### config.mk
export PLATFORM = sky130hd
export DESIGN_NAME = mape_xover
export DESIGN_NICKNAME = d
export VERILOG_FILES = /design/src/rtl/mape_xover.sv
export SDC_FILE = /design/constraint.sdc
export NUM_CORES = 2
export LEC_CHECK = 0
export CAP_MARGIN = 20
export CORE_ASPECT_RATIO = 0.7
export CORE_MARGIN = 2
export CORE_UTILIZATION = 54
export CTS_CLUSTER_SIZE = 16
export DETAILED_ROUTE_END_ITERATION = 8
export PLACE_DENSITY = 0.84
export SLEW_MARGIN = 20
export SYNTH_ARGS = -nofsm -noshare
export SYNTH_HDL_FRONTEND = slang
export SYNTH_SLANG_ARGS = --single-unit
### constraint.sdc
create_clock -name clk -period 2.25 [get_ports clk]
set_input_delay 0.675 -clock clk [delete_from_list [all_inputs] [get_ports clk]]
set_output_delay 0.675 -clock clk [all_outputs]
set_load 0.01 [all_outputs]
### src/rtl/mape_xover.sv
// Multi-word genome crossover/mutation engine: buffers NUM_WORDS words of ctrl/A/B,
// then streams child words over valid/ready with optional LFSR-driven mutation.
module mape_xover #(
  parameter int                  WORD_SZ   = 64,
  parameter int                  NUM_WORDS = 4,
  parameter int                  ADDR_W    = $clog2(NUM_WORDS),
  parameter logic [WORD_SZ-1:0]  LFSR_TAPS = 64'hD800000000000000,
  parameter logic [WORD_SZ-1:0]  LFSR_SEED = 64'h1
) (
  input  logic               clk,
  input  logic               rst,
  input  logic [1:0]         wr_mode,
  input  logic [ADDR_W-1:0]  wr_addr,
  input  logic [WORD_SZ-1:0] data_in,
  input  logic               mut_en,
  input  logic [WORD_SZ-1:0] mut_bias,
  input  logic               start,
  output logic               busy,
  output logic               out_valid,
  input  logic               out_ready,
  output logic [WORD_SZ-1:0] data_out,
  output logic               done
);

  // state  | meaning
  // S_IDLE | buffers writable, waiting for start
  // S_RUN  | streaming child words, buffers frozen
  // S_DONE | one-cycle done pulse, then back to idle
  typedef enum logic [1:0] {S_IDLE, S_RUN, S_DONE} state_t;

  state_t               state_q, state_d;
  logic [WORD_SZ-1:0]   ctrl_q [NUM_WORDS];
  logic [WORD_SZ-1:0]   ctrl_d [NUM_WORDS];
  logic [WORD_SZ-1:0]   a_q    [NUM_WORDS];
  logic [WORD_SZ-1:0]   a_d    [NUM_WORDS];
  logic [WORD_SZ-1:0]   b_q    [NUM_WORDS];
  logic [WORD_SZ-1:0]   b_d    [NUM_WORDS];
  logic [ADDR_W:0]      idx_q, idx_d;
  logic [WORD_SZ-1:0]   lfsr_q, lfsr_d;
  logic                 mut_en_q, mut_en_d;
  logic [WORD_SZ-1:0]   mut_bias_q, mut_bias_d;
  logic [WORD_SZ-1:0]   data_out_q, data_out_d;
  logic                 out_valid_q, out_valid_d;
  logic                 done_q, done_d;
  logic                 busy_q, busy_d;

  logic [WORD_SZ-1:0]   lfsr_step;
  logic [ADDR_W-1:0]    rd_idx;
  logic                 mut_en_eff;
  logic [WORD_SZ-1:0]   mut_bias_eff;
  logic [WORD_SZ-1:0]   mut_mask;
  logic [WORD_SZ-1:0]   child;
  logic                 wr_addr_ok;
  logic                 idx_more;

  assign lfsr_step  = {1'b0, lfsr_q[WORD_SZ-1:1]} ^ (lfsr_q[0] ? LFSR_TAPS : '0);
  assign wr_addr_ok = 32'(wr_addr) < NUM_WORDS;
  assign idx_more   = 32'(idx_q) < NUM_WORDS;

  // Word 0 is computed in the start cycle, so it must see the live mutation inputs.
  always_comb begin
    if (state_q == S_IDLE) begin
      rd_idx       = '0;
      mut_en_eff   = mut_en;
      mut_bias_eff = mut_bias;
    end else begin
      rd_idx       = idx_q[ADDR_W-1:0];
      mut_en_eff   = mut_en_q;
      mut_bias_eff = mut_bias_q;
    end
    mut_mask = mut_en_eff ? (lfsr_q & mut_bias_eff) : '0;
    child    = ((ctrl_q[rd_idx] & a_q[rd_idx]) | (~ctrl_q[rd_idx] & b_q[rd_idx])) ^ mut_mask;
  end

  always_comb begin
    state_d     = state_q;
    ctrl_d      = ctrl_q;
    a_d         = a_q;
    b_d         = b_q;
    idx_d       = idx_q;
    lfsr_d      = lfsr_q;
    mut_en_d    = mut_en_q;
    mut_bias_d  = mut_bias_q;
    data_out_d  = data_out_q;
    out_valid_d = out_valid_q;
    done_d      = done_q;

    case (state_q)
      S_IDLE: begin
        if (start) begin
          mut_en_d    = mut_en;
          mut_bias_d  = mut_bias;
          data_out_d  = child;
          idx_d       = (ADDR_W+1)'(1);
          out_valid_d = 1'b1;
          lfsr_d      = lfsr_step;
          state_d     = S_RUN;
        end else if (wr_addr_ok) begin
          case (wr_mode)
            2'b01:   ctrl_d[wr_addr] = data_in;
            2'b10:   a_d[wr_addr]    = data_in;
            2'b11:   b_d[wr_addr]    = data_in;
            default: ;
          endcase
        end
      end
      S_RUN: begin
        if (out_valid_q && out_ready) begin
          if (idx_more) begin
            data_out_d = child;
            idx_d      = idx_q + 1'b1;
            lfsr_d     = lfsr_step;
          end else begin
            out_valid_d = 1'b0;
            done_d      = 1'b1;
            state_d     = S_DONE;
          end
        end
      end
      S_DONE: begin
        done_d  = 1'b0;
        idx_d   = '0;
        state_d = S_IDLE;
      end
      default: state_d = S_IDLE;
    endcase

    busy_d = (state_d != S_IDLE);
  end

  always_ff @(posedge clk) begin
    if (rst) begin
      state_q     <= S_IDLE;
      for (int i = 0; i < NUM_WORDS; i++) begin
        ctrl_q[i] <= '0;
        a_q[i]    <= '0;
        b_q[i]    <= '0;
      end
      idx_q       <= '0;
      lfsr_q      <= LFSR_SEED;
      mut_en_q    <= 1'b0;
      mut_bias_q  <= '0;
      data_out_q  <= '0;
      out_valid_q <= 1'b0;
      done_q      <= 1'b0;
      busy_q      <= 1'b0;
    end else begin
      state_q     <= state_d;
      ctrl_q      <= ctrl_d;
      a_q         <= a_d;
      b_q         <= b_d;
      idx_q       <= idx_d;
      lfsr_q      <= lfsr_d;
      mut_en_q    <= mut_en_d;
      mut_bias_q  <= mut_bias_d;
      data_out_q  <= data_out_d;
      out_valid_q <= out_valid_d;
      done_q      <= done_d;
      busy_q      <= busy_d;
    end
  end

  assign busy      = busy_q;
  assign out_valid = out_valid_q;
  assign data_out  = data_out_q;
  assign done      = done_q;

endmodule

; After elaboration in Yosys (flattened, before gate mapping)
; Index checks and enable logic that the tools add are counted.
[totals]
word_cells = 102
input_bits = 137
reg_bits = 969
output_inout_bits = 67
[classes]
n_addsub = 1
reduce_logical = 15
muxes = 42
n_lt_le_gt_ge = 4
bitwise = 10
eq_ne = 9
[op_table]
columns = cell, n
row1 = $mux 64, 16
row2 = $bwmux 256, 3
row3 = $bmux 64 s2, 3
row4 = $pmux 64 s2, 2
row5 = $and 64x64->64, 3
row6 = $demux 64 s2, 1
row7 = $not 64->64, 1
row8 = $or 64x64->64, 1
row9 = $xor 63x64->64, 1
row10 = $xor 64x64->64, 1
row11 = $reduce_and 3->1, 4
row12 = $reduce_and 4->1, 3
row13 = $mux 3, 3
row14 = $pmux 3 s3, 1
row15 = $mux 2, 4
row16 = $ne 2x2->1 const B, 4
row17 = $eq 2x2->1 const B, 3
row18 = $ge 3x3->1 const B, 2
row19 = $mux 1, 6
row20 = $not 2->3, 2
row21 = $reduce_bool 2->1, 3
row22 = $eq 2x1->1 const B, 2
row23 = $pmux 1 s2, 2
row24 = $pmux 2 s2, 1
row25 = 8 further kinds, 9

; Longest topological paths before layout
[logic_depth]
word_depth = 13
depth_mapped = 12

; Worst setup path before layout
; Ideal clock, no wire load.
[synth_path]
path_kind = register to register
from = register state_q[0]
to = register data_out_q[54] (netlist: data_out[54])
setup_ns = 0.086
synth_period_minus_slack_ns = 2.377
setup_slack_ns = -0.127
n_path_buf = 4
arrival_time_ns = 2.292
required_ns = 2.164
path_stages_with_launch = 12
path_cell_list = dfxtp_1 inv_1 ha_1 clkbuf_2 nand2b_4 buf_6 buf_6 buf_2 mux4_2 mux2i_1 xnor2_1 a211oi_1
[synth_between]
elab_chain_len = 13
[synth_rtl]
columns = item, line
row1 = "start, declared", 31  ; state_t state_q, state_d;
row2 = "start signal, assigned", 148  ; state_q <= state_d;
row3 = $logic_not 2->1, "62, 88"
row4 = $mux 2, 62  ; if (state_q == S_IDLE) begin
row5 = $not 2->3 (not written as such), 72  ; child = ((ctrl_q[rd_idx] & a_q[rd_idx]) | (~ctrl_q[rd_idx] & b_q[rd_idx])) ^ mut_mask;
row6 = $bmux 64 s2, 72
row7 = $mux 64 (not written as such) (2 in series), 72
row8 = $not 64->64, 72
row9 = $and 64x64->64, 72
row10 = $or 64x64->64, 72
row11 = $xor 64x64->64, 72
row12 = $mux 64, 109  ; if (idx_more) begin
row13 = $mux 64, 108  ; if (out_valid_q && out_ready) begin
row14 = $pmux 64 s2, 88  ; case (state_q)
row15 = "end signal, assigned", 156  ; data_out_q <= data_out_d;
row16 = "end, declared", 42  ; logic [WORD_SZ-1:0] data_out_q, data_out_d;
; Several ways; a longest one is shown, not always the timed one. The select of a mux whose other input is x is not followed.
; A chain may end at the register's enable or synchronous reset.

; Worst setup path after layout
[layout_path]
from = register state_q[0]
to = register data_out_q[16] (netlist: data_out[16])
; The elaborated chain is that of the path after synthesis.

==> impl_metrics.json <==
{
  "outcome": "finished with violations",
  "violations": "setup timing",
  "setup_viol": 64,
  "routed_wl_mm": 135,
  "wl_per_cell_um": 22.6,
  "die_y_um": 232,
  "p_per_area_nw_per_um2": 774,
  "cts_tree": "built",
  "final_cell_mix": "nand2_1, dfxtp_1, a21oi_1",
  "irDropWorstVdd_v": 0.000669,
  "leakagePower_nw": 17.2,
  "rows": 83,
  "die-width_um": 330,
  "synth_fp_nets": 4890,
  "dp_hpwl_mm": 77.4,
  "fp.dieArea_um2": 76600,
  "postRouteAntennaNets": 0,
  "pin_count": 204,
  "ys_ff_latch": 969,
  "final_cell_area_um2": 49900,
  "track_usage_pct": 33.0,
  "globalplace.congestion": 0.843,
  "r2r_slack_ns": -0.27,
  "grt_antenna_before_repair": 15,
  "hold_viol": 0,
  "hold_end": "mut_bias_q[18]",
  "vias": 37300,
  "vias_per_cell": 6.24,
  "root_buffer": "clkbuf_16",
  "p_total_mw": 38.6,
  "syn-cell-area_um2": 40100,
  "cts_sinks": 969,
  "crit_arrival_ns": 3.09,
  "min_from": "rst",
  "end_kind": "register",
  "htreeDepth": 3,
  "drt-pass1-iter-count": 9,
  "drive_above_1_share_pct": 16.9,
  "drc_errors": 0,
  "yosysSeqAreaShare_pct": 48.3,
  "dp_slack_ns": -0.418,
  "syn_avg_cell_area_um2": 8.46,
  "yosys_warnings": 0,
  "fin_skew_ns": 0.0267,
  "synth_cells": 4746,
  "clock_latency_ns": 0.66,
  "cts_buffers": 88,
  "r2r_end": "data_out[16]",
  "crit_fanout": 8,
  "fillCellCount": 4873,
  "min_period_ns": 2.52,
  "ys_types": 34,
  "tightest_slew_ns": 0.616,
  "critPathRequiredTime_ns": 2.82,
  "place_area_um2": 45200,
  "min_path_cells": 2,
  "drv_cap": 0,
  "whs_ns": 0.414,
  "grt_max_degree": 115,
  "rsz0062_at_grt": "true",
  "start_util_pct": 54.7,
  "cts.path.max_buffers": 3,
  "drv_slew": 0,
  "io_buffers": 203,
  "final_nets": 5063,
  "hold_path.class": "input pin to register",
  "post-route-period-util_pct": 112,
  "drt_iter0_drc": 5631,
  "core_region_area_um2": 73400,
  "grt_pass1_wl_mm": 198,
  "timing.critical_path.from_type": "register",
  "maxSlewHeadroom_pct": 58.8,
  "r2r_start": "state_q[0]",
  "fmax_mhz": 397,
  "setup_ws_ns": -0.269,
  "reg2regPathDepth": 10,
  "syn_to_final_growth_pct": 24.2,
  "grt_pass1_vias": 35800,
  "holdBufCountCts": 0,
  "overflow": 0,
  "fin_util_pct": 67.9,
  "worstSetupPathType": "register to register",
  "final_common_cell": "nand2_1",
  "clkTransAtPathRegs_ns": 0.07
}
## worst max-delay path, stage by stage (launching register included)
cell and delay (ns):
dfxtp_2 0.33, inv_2 0.09, ha_4 0.14, nand2b_4 0.24, buf_12 0.23, buf_8 0.13
mux4_2 0.51, mux2i_2 0.26, buf_4 0.21, xnor2_4 0.08, a211oi_2 0.19
## per-layer routing
metal  vias up  GRT usage (%)  routed length, µm
met1     17500           44.6              49200
met2      2845           50.7              59600
met5         -              0                 55
met4        10           15.2               7170
met3       649           6.97              19300
li1      16200              -                  -
## repair_timing
item,in CTS,in global routing
pin swaps,44,82
hold endpoints to repair,0,0
setup endpoints to repair,67,463
buffers inserted,19,25
gates cloned,9,9
gates resized for setup,104,125
## cell usage after synthesis, drive strengths merged
master	count	area share, %
nor2b	5	0.078
or2	2	0.031
a211oi	68	1.3
nor2	81	0.76
o211a	1	0.025
inv	2	0.019
mux2i	64	1.6
and3b	2	0.044
nand4	2	0.031
nor3	5	0.10
buf	29	0.53
o21a	1	0.019
nand3b	4	0.075
o21ai	3	0.037
a21oi	901	11
and2	1	0.016
mux2	65	1.8
nand2	1804	17
nand2b	6	0.11
ha	7	0.22
nand3	69	0.86
mux4	192	11
dfxtp	969	48
xnor2	67	1.5
and3	1	0.016
clkbuf	394	3.7
nor4	1	0.016
## report_power, final
part	total, mW	internal, mW	leakage, nW	switching [mW]
registers	18.0	17.7	7.84	0.311
clock network	15.4	8.61	1.45	6.78
logic	5.23	2.34	7.91	2.89
## per-stage QoR
stage | cells | setup TNS (ns)
floorplan | 4746 | 0
global placement | 5762 | -238.84
detailed placement | 5762 | -268.86
CTS | 5941 | -4.21
global route | 5973 | -13.44
finish | 5974 | -9.43
## final cells by class
cell class              count  area (µm²)  area share (%)
repair buffers            505        6300            12.6
clock inverters            28         275           0.552
multi-input cells        3353       20000            40.1
well taps                 977        1220            2.45
inverters                   2        7.51          0.0151
clock buffers             130        2640            5.30
flip-flops and latches    969       19400            38.9
diodes                     10        25.0          0.0502
## how the worst max path moves through the flow
stage / cells after the start / slack, ns / endpoint / start
6_report: 10 / -0.27 / data_out[16] / state_q[0]
5_1_grt: 10 / -0.29 / data_out[23] / state_q[0]
4_1_cts: 10 / -0.16 / data_out[10] / state_q[0]
3_5_place_dp: 9 / -0.42 / data_out[57] / start
3_3_place_gp: 9 / -0.36 / lfsr_q[62] / start
2_1_floorplan: 11 / 0.01 / data_out[44] / state_q[0]
## kinds of logic (layout without fill, tap and decap cells)
group / Yosys count / after routing / synth area share, %
flip-flops: 969 / 969 / 48.3
AO/OA/AOI/OAI: 974 / 974 / 12.6
AND/OR/NAND/NOR: 1983 / 1984 / 19.0
multiplexers: 321 / 321 / 14.2
XOR/XNOR: 67 / 67 / 1.46
buffers and inverters: 425 / 665 / 4.23
adder cells (fa/ha/maj): 7 / 7 / 0.218
other: 0 / 10 / 0
## state kept, by name, indices dropped and copies added (netlist names), 2 cells and up
register	count
a_q	256
b_q	256
ctrl_q	256
data_out	64
idx_q	3
lfsr_q	64
mut_bias_q	64
state_q	2
(Power assumes the default switching activity.)
